`src/rtl/rfe_sweep_ctrl_pkg.sv`:
```
// Shared definitions for the RF front-end sweep sequencer: register offsets,
// CTRL bit positions, FSM encoding and the status readback layout.
package rfe_sweep_ctrl_pkg;

   localparam logic [6:0] FR_RFE_SWEEP_CTRL    = 7'd0;
   localparam logic [6:0] FR_RFE_SWEEP_SETTLE  = 7'd1;
   localparam logic [6:0] FR_RFE_SWEEP_SAMPLES = 7'd2;
   localparam logic [6:0] FR_RFE_SWEEP_TABLE   = 7'd3;

   localparam int CTRL_START_BIT   = 0;
   localparam int CTRL_ABORT_BIT   = 1;
   localparam int CTRL_LOOP_BIT    = 2;
   localparam int CTRL_LAST_LSB    = 4;
   localparam int CTRL_CLR_OVR_BIT = 8;
   localparam int TBL_IDX_LSB      = 16;

   typedef enum logic [2:0] {
      ST_IDLE   = 3'd0,
      ST_APPLY  = 3'd1,
      ST_SETTLE = 3'd2,
      ST_DWELL  = 3'd3,
      ST_NEXT   = 3'd4
   } sweep_state_t;

   function automatic logic [31:0] pack_status(input logic         ovr,
                                               input sweep_state_t st,
                                               input logic [7:0]   step,
                                               input logic [7:0]   dwell);
      return {ovr, 12'b0, st, step, dwell};
   endfunction

endpackage

```
`src/rtl/rfe_sweep_ctrl_if.sv`:
```
// Serial register write bus (serial_strobe / serial_addr / serial_data) as seen
// by the sweep sequencer; the host side drives it, the sequencer listens.
interface rfe_sweep_ctrl_if;

   logic [6:0]  serial_addr;
   logic [31:0] serial_data;
   logic        serial_strobe;

   modport master (
      output serial_addr,
      output serial_data,
      output serial_strobe
   );

   modport slave (
      input serial_addr,
      input serial_data,
      input serial_strobe
   );

endinterface

```
`src/rtl/rfe_sweep_ctrl_table.sv`:
```
// Front-end word table: DEPTH x 6 distributed RAM, synchronous write and
// asynchronous read, so a same-cycle write/read of one entry returns the old word.
module rfe_sweep_ctrl_table #(
   parameter  int DEPTH = 8,
   localparam int IW    = $clog2(DEPTH)
) (
   input  logic          clock,
   input  logic          we,
   input  logic [IW-1:0] waddr,
   input  logic [5:0]    wdata,
   input  logic [IW-1:0] raddr,
   output logic [5:0]    rdata
);

   logic [5:0] mem_q [DEPTH];

   always_ff @(posedge clock) begin
      if (we) begin
         mem_q[waddr] <= wdata;
      end
   end

   assign rdata = mem_q[raddr];

endmodule

```
`src/rtl/rfe_sweep_ctrl.sv`:
```
// RF front-end sweep sequencer: applies each table word, waits SETTLE cycles,
// then gates rx capture for SAMPLES hb_strobes before moving to the next entry.
module rfe_sweep_ctrl
   import rfe_sweep_ctrl_pkg::*;
#(
   parameter  logic [6:0] BASE_ADDR = 7'd72,
   parameter  int         DEPTH     = 8,
   localparam int         IW        = $clog2(DEPTH)
) (
   input  logic            clock,
   input  logic            reset,
   rfe_sweep_ctrl_if.slave sbus,
   input  logic            hb_strobe,
   input  logic            rx_overrun,
   output logic [5:0]      rfe_ctrl,
   output logic            capture_en,
   output logic            busy,
   output logic [IW-1:0]   step_index,
   output logic            sweep_done,
   output logic [31:0]     status
);

   logic [31:0] sdata;
   logic        wr_ctrl, wr_settle, wr_samples, wr_table;
   logic        start_wr, abort_wr, clr_ovr;
   logic        unused_sdata;

   sweep_state_t  state_q, state_d;
   logic [15:0]   settle_q, settle_d;
   logic [15:0]   samples_q, samples_d;
   logic          loop_q, loop_d;
   logic [IW-1:0] last_q, last_d;
   logic [IW-1:0] step_index_q, step_index_d;
   logic [5:0]    rfe_ctrl_q, rfe_ctrl_d;
   logic          capture_en_q, capture_en_d;
   logic          sweep_done_q, sweep_done_d;
   logic [15:0]   settle_cnt_q, settle_cnt_d;
   logic [15:0]   dwell_cnt_q, dwell_cnt_d;
   logic          ovr_sticky_q, ovr_sticky_d;
   logic [5:0]    tbl_word;
   sweep_state_t  after_settle;
   logic          last_hb;

   assign sdata      = sbus.serial_data;
   assign wr_ctrl    = sbus.serial_strobe && (sbus.serial_addr == BASE_ADDR + FR_RFE_SWEEP_CTRL);
   assign wr_settle  = sbus.serial_strobe && (sbus.serial_addr == BASE_ADDR + FR_RFE_SWEEP_SETTLE);
   assign wr_samples = sbus.serial_strobe && (sbus.serial_addr == BASE_ADDR + FR_RFE_SWEEP_SAMPLES);
   assign wr_table   = sbus.serial_strobe && (sbus.serial_addr == BASE_ADDR + FR_RFE_SWEEP_TABLE);

   assign start_wr = wr_ctrl && sdata[CTRL_START_BIT];
   assign abort_wr = wr_ctrl && sdata[CTRL_ABORT_BIT];
   assign clr_ovr  = wr_ctrl && sdata[CTRL_CLR_OVR_BIT];

   assign unused_sdata = ^sdata[31:IW+16];

   rfe_sweep_ctrl_table #(
      .DEPTH (DEPTH)
   ) u_table (
      .clock (clock),
      .we    (wr_table),
      .waddr (sdata[TBL_IDX_LSB +: IW]),
      .wdata (sdata[5:0]),
      .raddr (step_index_q),
      .rdata (tbl_word)
   );

   // Configuration is live: a mid-sweep write is picked up at its next use.
   always_comb begin
      settle_d  = settle_q;
      samples_d = samples_q;
      loop_d    = loop_q;
      last_d    = last_q;
      if (wr_settle) begin
         settle_d = sdata[15:0];
      end
      if (wr_samples) begin
         samples_d = sdata[15:0];
      end
      if (wr_ctrl) begin
         loop_d = sdata[CTRL_LOOP_BIT];
         last_d = sdata[CTRL_LAST_LSB +: IW];
      end
      ovr_sticky_d = (ovr_sticky_q && !clr_ovr) || (rx_overrun && capture_en);
   end

   always_ff @(posedge clock or posedge reset) begin
      if (reset) begin
         state_q      <= ST_IDLE;
         settle_q     <= '0;
         samples_q    <= '0;
         loop_q       <= 1'b0;
         last_q       <= '0;
         step_index_q <= '0;
         rfe_ctrl_q   <= '0;
         capture_en_q <= 1'b0;
         sweep_done_q <= 1'b0;
         settle_cnt_q <= '0;
         dwell_cnt_q  <= '0;
         ovr_sticky_q <= 1'b0;
      end else begin
         state_q      <= state_d;
         settle_q     <= settle_d;
         samples_q    <= samples_d;
         loop_q       <= loop_d;
         last_q       <= last_d;
         step_index_q <= step_index_d;
         rfe_ctrl_q   <= rfe_ctrl_d;
         capture_en_q <= capture_en_d;
         sweep_done_q <= sweep_done_d;
         settle_cnt_q <= settle_cnt_d;
         dwell_cnt_q  <= dwell_cnt_d;
         ovr_sticky_q <= ovr_sticky_d;
      end
   end

   assign after_settle = (samples_q == 16'd0) ? ST_NEXT : ST_DWELL;
   assign last_hb      = hb_strobe && ((dwell_cnt_q + 16'd1) == samples_q);

   always_comb begin
      state_d = state_q;
      case (state_q)
         ST_IDLE: begin
            if (start_wr) begin
               state_d = ST_APPLY;
            end
         end
         ST_APPLY: begin
            state_d = (settle_q == 16'd0) ? after_settle : ST_SETTLE;
         end
         ST_SETTLE: begin
            if (settle_cnt_q <= 16'd1) begin
               state_d = after_settle;
            end
         end
         ST_DWELL: begin
            if (last_hb) begin
               state_d = ST_NEXT;
            end
         end
         ST_NEXT: begin
            state_d = (step_index_q == last_q && !loop_q) ? ST_IDLE : ST_APPLY;
         end
         default: state_d = ST_IDLE;
      endcase
      // Abort overrides everything, including a start in the same cycle.
      if (abort_wr) begin
         state_d = ST_IDLE;
      end
   end

   always_comb begin
      rfe_ctrl_d   = rfe_ctrl_q;
      step_index_d = step_index_q;
      settle_cnt_d = settle_cnt_q;
      dwell_cnt_d  = dwell_cnt_q;
      sweep_done_d = 1'b0;
      capture_en_d = (state_d == ST_DWELL);
      case (state_q)
         ST_IDLE: begin
            if (state_d == ST_APPLY) begin
               step_index_d = '0;
            end
         end
         ST_APPLY: begin
            if (!abort_wr) begin
               rfe_ctrl_d   = tbl_word;
               settle_cnt_d = settle_q;
               dwell_cnt_d  = '0;
            end
         end
         ST_SETTLE: begin
            settle_cnt_d = settle_cnt_q - 16'd1;
         end
         ST_DWELL: begin
            if (hb_strobe) begin
               dwell_cnt_d = dwell_cnt_q + 16'd1;
            end
         end
         ST_NEXT: begin
            if (!abort_wr) begin
               if (step_index_q == last_q) begin
                  if (loop_q) begin
                     step_index_d = '0;
                  end else begin
                     sweep_done_d = 1'b1;
                  end
               end else begin
                  step_index_d = step_index_q + 1'b1;
               end
            end
         end
         default: ;
      endcase
   end

   // capture_en drops in the abort cycle itself, ahead of the registered state.
   assign capture_en = capture_en_q && !abort_wr;
   assign rfe_ctrl   = rfe_ctrl_q;
   assign busy       = (state_q != ST_IDLE);
   assign step_index = step_index_q;
   assign sweep_done = sweep_done_q;
   assign status     = pack_status(ovr_sticky_q, state_q, 8'(step_index_q), dwell_cnt_q[7:0]);

endmodule

```
`src/flat_wrapper.sv`:
```
// flat-port wrapper written by rule: the top's interface ports become plain ports
module rfe_sweep_ctrl_flat import rfe_sweep_ctrl_pkg::*;
#(
   parameter  logic [6:0] BASE_ADDR = 7'd72,
   parameter  int         DEPTH     = 8,
   localparam int         IW        = $clog2(DEPTH)
)
  (clock, reset, hb_strobe, rx_overrun, rfe_ctrl, capture_en, busy, step_index, sweep_done, status, sbus_serial_addr, sbus_serial_data, sbus_serial_strobe);
  rfe_sweep_ctrl_if sbus_i ();
  input  logic clock;
  input  logic reset;
  input  logic hb_strobe;
  input  logic rx_overrun;
  output logic [5:0] rfe_ctrl;
  output logic capture_en;
  output logic busy;
  output logic [IW-1:0] step_index;
  output logic sweep_done;
  output logic [31:0] status;
  input wire logic [$bits(sbus_i.serial_addr)-1:0] sbus_serial_addr;
  input wire logic [$bits(sbus_i.serial_data)-1:0] sbus_serial_data;
  input wire logic [$bits(sbus_i.serial_strobe)-1:0] sbus_serial_strobe;
  assign sbus_i.serial_addr = sbus_serial_addr;
  assign sbus_i.serial_data = sbus_serial_data;
  assign sbus_i.serial_strobe = sbus_serial_strobe;
  rfe_sweep_ctrl #(.BASE_ADDR(BASE_ADDR), .DEPTH(DEPTH)) u_core (.clock(clock), .reset(reset), .sbus(sbus_i), .hb_strobe(hb_strobe), .rx_overrun(rx_overrun), .rfe_ctrl(rfe_ctrl), .capture_en(capture_en), .busy(busy), .step_index(step_index), .sweep_done(sweep_done), .status(status));
endmodule
```
`config.mk`:
```
export PLATFORM = sky130hd
export DESIGN_NAME = rfe_sweep_ctrl_flat
export DESIGN_NICKNAME = d
export VERILOG_FILES = /design/src/rtl/rfe_sweep_ctrl_pkg.sv /design/src/rtl/rfe_sweep_ctrl_if.sv /design/src/rtl/rfe_sweep_ctrl_table.sv /design/src/rtl/rfe_sweep_ctrl.sv /design/src/flat_wrapper.sv
export SDC_FILE = /design/constraint.sdc
export NUM_CORES = 1
export LEC_CHECK = 0
export ABC_AREA = 1
export ABC_CLOCK_PERIOD_IN_PS = 7600
export CORE_ASPECT_RATIO = 1.4
export CORE_UTILIZATION = 57
export CTS_CLUSTER_DIAMETER = 60
export DETAILED_ROUTE_END_ITERATION = 8
export GPL_TIMING_DRIVEN = 0
export MAX_ROUTING_LAYER = met4
export PLACE_DENSITY = 0.82
export SLEW_MARGIN = 20
export SYNTH_ARGS = -nofsm -noshare
export SYNTH_HDL_FRONTEND = slang
export SYNTH_SLANG_ARGS = --single-unit
```
`constraint.sdc`:
```
create_clock -name clock -period 7.6 [get_ports clock]
set_input_delay 1.52 -clock clock [delete_from_list [all_inputs] [get_ports clock]]
set_output_delay 1.52 -clock clock [all_outputs]
set_load 0.005 [all_outputs]
```
* Yosys cells after proc, flatten, opt, wreduce, memory -nomap -nowiden
Memory sizes are Yosys's and may differ from the RTL's. A register that Yosys moved wholly into a read port is not among the register bits.
Index checks and enable logic that the tools add are counted.
** Storage, ports and cells
- Flip-flop bits (word level) :: 77
- Bits in latches :: 0
- RAM bits :: 48
- Memory bits (read-only) :: 0
- Logic and storage cells :: 85
- Memories :: 1
** Cells by class
- $add $sub $neg :: 3
- Multiply operators :: 0
- Divide/modulo/power cells :: 0
- Magnitude comparators :: 1
- Eq/ne operators :: 17
- Shift operators :: 0
- Mux-type cells :: 24
- Bitwise logic cells :: 1
- Reductions and logical operators :: 27
** Memories
- u_core.u_table.mem_q :: words 8, width 6, rd ports 1, clocked after memory_dff 1, write ports 1, line rfe_sweep_ctrl_table.sv:15 : logic [5:0] mem_q [DEPTH];
** Operators with widths (number)
- one-hot mux 16 bit (2 select lines) :: 2
- 2-to-1 mux 16 bit :: 3
- logical NOT 16 bit :: 2
- 2-to-1 mux 3 bit :: 10
- == test 7 bit (second input constant) :: 4
- adder 16 x 1 -> 16 bit (second input constant) :: 1
- == test 16 bit :: 1
- <= comparator 16 x 1 -> 1 bit (second input constant) :: 1
- subtractor 16 x 1 -> 16 bit (second input constant) :: 1
- one-hot mux 3 bit (5 select lines) :: 1
- logical AND 1 bit :: 12
- == test 3 x 2 -> 1 bit (second input constant) :: 3
- 2-to-1 mux 1 bit :: 7
- == test 3 x 1 -> 1 bit (second input constant) :: 2
- inequality test 2 bit (second input constant) :: 3
- one-hot mux 3 bit (2 select lines) :: 1
- nonzero test 2 bit :: 3
- AND reduction 2 bit :: 2
- AND reduction 4 bit :: 1
- adder 3 x 1 -> 3 bit (second input constant) :: 1
- == test 3 bit :: 1
- == test 3 bit (second input constant) :: 1
- logical NOT 1 bit :: 3
- logical NOT 3 bit :: 1
- 6 further kinds :: 6

* Depth between registers and ports, before layout
- Depth in word-level cells :: 9
- Mapped depth :: 16

* Cells and area by module
From an unflattened synthesis, not the netlist that was laid out.
** Second synthesis, totals
- Cells, all modules :: 869
- Area, all modules :: 6993.0 sq um
** By module, submodules not included
- rfe_sweep_ctrl :: instances 1, cells each 644, area each 4822.1 sq um, sequential area each 2077.0 sq um
- rfe_sweep_ctrl_table :: instances 1, cells each 225, area each 2170.8 sq um, sequential area each 1441.4 sq um

* Least setup slack after synthesis
Ideal clock, no wire load.
- Path type :: input port to output port
- From :: input sbus_serial_addr[5]
- To :: output capture_en
- Arrival :: 2.260 ns
- Required time :: 6.080 ns
- Slack :: 3.820 ns
- Stages on the path :: 8
- Buffers on the path :: 0
- Cells stage by stage :: nor2_1 -> nand2_1 -> nor3_1 -> nand2_1 -> nor2_1 -> inv_2 -> nand2_1 -> inv_1
** Between the ends
- Cells in the longest elaborated chain, start to end :: 5
** Ends and longest elaborated chain
- start, declared :: line flat_wrapper.sv:20 : input wire logic [$bits(sbus_i.serial_addr)-1:0] sbus_serial_addr;
- == test 7 bit :: line rfe_sweep_ctrl.sv:45 : assign wr_ctrl = sbus.serial_strobe && (sbus.serial_addr == BASE_ADDR + FR_RFE_SWEEP_CTRL);
- logical AND 1 bit :: line rfe_sweep_ctrl.sv:45
- logical AND 1 bit :: line rfe_sweep_ctrl.sv:51 : assign abort_wr = wr_ctrl && sdata[CTRL_ABORT_BIT];
- logical NOT 1 bit
- logical AND 1 bit :: line rfe_sweep_ctrl.sv:197 : assign capture_en = capture_en_q && !abort_wr;
- end, declared :: line flat_wrapper.sv:15 : output logic capture_en;
No other way between the ends.

* Worst setup path in the final report
Same ends and word-level chain as after synthesis.

==> results.md <==
* Status: finished clean
* Mapped Cells at roughly 770
* Post-CTS Resized at 0
* Die area at 12260 sq um
* Setup crit end kind: output port
* Number of DRC violations after detailed routing at 0
* F_max at 0.1993 GHz
* Simple-gate share of the synthesized area at 24.95%
* #FFs+latches synth at between 100 and 150
* Synth Area in Compound Gates at 10.74%
* Yosys cell types at between 40 and 50
* Cell breakdown of the critical path: clkdlybuf4s50_1 -> nor2_1 -> nand2_1 -> nor3_1 -> nand2_1 -> nor2_1 -> inv_2 -> nand2_1 -> inv_1 -> clkdlybuf4s50_1
* Met3 WL at around 1100 um
* Dpl hpwl at 12750 um
* Total negative slack at 0 ns
* Post-synthesis xor/xnor area fraction at 1.970%
* Synth top cells by count: 160 x nand2_1, 86 x nor2_1, 83 x dfrtp_1
* Endpoints failing setup at 0
* Setup WS post-layout at 2.582 ns
* 1st-iter DRT viols at 547
* CP max-delay cell: clkdlybuf4s50_1
* Final ANT Viol Nets at 0
* Drt pass-1 iters at 5
* Die extent in y at 130.6 um
* Period minus WS final at 5.018 ns
* CP Max Fanout at 9
* Critical path endpoint: capture_en
* CP Class: in2out
* YS warnings at 0
* Io pins at 88
* Worst Hold Class: reg2reg
* DR WL met2 at 9340 um
* Most common cell in the synthesized netlist: nand2_1
* Final Cell Area at roughly 8200 sq um
* Synth area leaders: dfrtp_1 31%, edfxtp_1 21%, nand2_1 8.9%
* # nets final at between 900 and 1000
* Pint at 0.001405 W
* Cell count along the critical path at 10
* Clock Power Share at around two fifths
* Drt via density at approximately 5.9
* Slowest stage delay, CP at 0.44 ns
* Htree depth at 4
* Post-CTS Setup Inserts at 0
* Tcrit/Tclk final at 66.02%
* Routed wire per std cell at roughly 17 um
* Die boundary width at 93.86 um
* Ys flop type: dfrtp_1
* R2R Path End: u_core.step_index[2]$_DFFE_PP0P_
* Clk_skew at 0.008053 ns
* Reg2Reg Launch Point: u_core.dwell_cnt_q[0]$_DFFE_PP0P_
* Sw Pwr at 0.0006063 W
* P_leak at 3.608 nW
* Core area at 11400 sq um
* Synth area leader: dfrtp_1
* Top cell type's share of synthesized area at a little under a third
* Startpoint type of the worst setup path: input pin
* Post-synthesis mux area share at 0%
* CP Data Arrival Time at 3.50 ns
* First-pass GRT wire length at 28370 um
* CP Launch Point: sbus_serial_addr[5]
* Worst-margin pin slew at 0.9639 ns
* Area Growth Syn to Fin at 21.03%
* Slew margin rel. at 35.25%
* Cts hold-fix bufs at 0
* Highest metal used: met4
* Clock sinks at 131
* Post-synth ARST share at 63.36%
* Largest net degree at the start of global routing at 63
* CTS Root Cell: clkbuf_16
* # fillers at approximately 870
* CP required at 6.08 ns
* Max-cap violations at 0
* Place WS at about 2.7 ns
* Grt ovf at 0
* CP delay by family, top: buffers and inverters
* Diodes inserted at 0
* TritonCTS buffer count at 17
* Final Hold Vio Count at 0
* Worst path most repeated cell: nand2_1
* Register-to-Register Path Depth at 16
* Initial Util at 59.09%
* Comb pwr share at 17.4%
* Vias at 5964
* PortBufs at 57
* Adder-cell share of the synthesized area at 0.7432%
* R2R Setup Slk at 5.24 ns
* Post-synth EDFFs at 48
* Synthesized area at 6734 sq um
* CTS tree: done
* Worst IR Drop VDD at approximately 0.00018 V
* Final Max Slew Viols at 0
* PD cells at approximately 250 nW/um^2
* Clock tree buffer depth at 2
* Multi-input logic area at ~2700 sq um
* WL met1 at 6479 um
* Core Rows at 46
* DP Area at 7575 sq um
* Sequential cell area fraction in the yosys report at 52.25%
* Switch share at 30.15%
* Worst-path clk slew at 0.06 ns
* Sequential Power Share at ~43%
* Number of global-route vias before repair at a little under 6000
* Mean Syn Cell Area at between 8 and 9 sq um
* Clock insertion delay at the later pin of the skew report at roughly 0.42 ns
* GRT Util Overall at 32.01%
* Drt total wl at 17770 um
* Initial antenna violation count at 0
* WP buf/inv at 4
* RSZ-0062 raised after global routing: no
* GP Congestion at between 0.9 and 1
* Layout cell share with drive strength beyond 1 at 10.97%
* Sequential Area at 3518 sq um
* Largest family of logic cells by synthesized area: simple AND/OR/NAND/NOR gates
* Design Power at 0.002011 W
[worst register-to-register path, stage by stage (launching register included)]
cell and delay, ns:
dfrtp_1 0.46, ha_1 0.24, nand2_1 0.17, nor2_8 0.21
nand2_2 0.08, nand2_1 0.08, nand2_1 0.05, nand2_1 0.09
nand2_1 0.07, nor2_1 0.09, nand3_1 0.09, nor2_1 0.14
nand2_2 0.11, nand2_2 0.10, nand4_2 0.11, nand2_1 0.08
nand2_1 0.06
[power groups by stage]
| stage | combinational, W | clock, W | sequential, W |
|---|---|---|---|
| finish | 0.000351 | 0.000799 | 0.000861 |
| global route | 0.000394 | 0.000832 | 0.000869 |
| CTS | 0.000348 | 0.000798 | 0.000860 |
| detailed placement | 0.000343 | 0 | 0.000872 |
| global placement | 0.000327 | 0 | 0.000869 |
| floorplan | 0.000242 | 0 | 0.000854 |
[per-layer routing]
metal / vias to the layer above / track usage [%]
met5: - / -
met4: 0 / 17.10
met3: 78 / 7.060
met2: 319 / 55.52
met1: 2814 / 33.89
li1: 2753 / -
[flip-flops by register name (all words and copies together), names as in the netlist]
register and count:
u_core.loop_q 1, u_core.capture_en_q 1, u_core.rfe_ctrl 6, u_core.sweep_done 1, u_core.dwell_cnt_q 16, u_core.last_q 3
u_core.settle_q 16, u_core.settle_cnt_q 16, u_core.ovr_sticky_q 1, u_core.samples_q 16, u_core.state_q 3, u_core.step_index 3
u_core.u_table.mem_q 48
[worst min-delay path by stage]
stage,cells past startpoint,end,from
6_report,2,u_core.loop_q$_DFFE_PP0P_,u_core.loop_q$_DFFE_PP0P_
5_1_grt,2,u_core.last_q[1]$_DFFE_PP0P_,u_core.last_q[1]$_DFFE_PP0P_
4_1_cts,2,u_core.loop_q$_DFFE_PP0P_,u_core.loop_q$_DFFE_PP0P_
3_5_place_dp,2,u_core.loop_q$_DFFE_PP0P_,u_core.loop_q$_DFFE_PP0P_
3_3_place_gp,2,u_core.loop_q$_DFFE_PP0P_,u_core.loop_q$_DFFE_PP0P_
2_1_floorplan,2,u_core.loop_q$_DFFE_PP0P_,u_core.loop_q$_DFFE_PP0P_
[logic make-up (layout without fill, tap and decap cells)]
| logic type | after synthesis | count (layout) |
|---|---|---|
| compound gates | 118 | 118 |
| xor+xnor | 12 | 12 |
| fa+ha+maj | 4 | 4 |
| buf+inv | 137 | 227 |
| flops | 131 | 131 |
| other cells | 1 | 17 |
| simple gates | 366 | 366 |
[final cells by class]
class	count	share of cell area, %
well taps	144	2.211
multi-input cells	517	32.51
plain buffers	51	3.715
inverters	86	3.991
flip-flops and latches	131	43.17
clock inverters	15	1.842
clock buffers	17	5.220
repair buffers	58	7.338
[layout by cell type, fill, tap and decap left out, types with 12 or more instances in the layout]
cell	instances
inv_1	81
nand2_1	160
o21ai_0	66
buf_4	29
edfxtp_1	48
o22ai_1	12
o32ai_1	12
clkbuf_1	18
nand3_1	37
nor2_1	86
clkdlybuf4s50_1	57
clkbuf_16	17
nand4_1	16
nor3_1	17
conb_1	17
dfrtp_1	83
[metrics by stage]
stage          std cells  hold slack [ns]  util (%)
3_5_place_dp         987           0.4841     66.47
4_1_cts             1019           0.5115     71.52
5_1_grt             1019           0.5359     71.52
6_report            1019           0.5120     71.52
2_1_floorplan        785           0.4530         -
3_3_place_gp         986           0.4729     66.21
No activity file was read; power rests on OpenSTA's default activity.
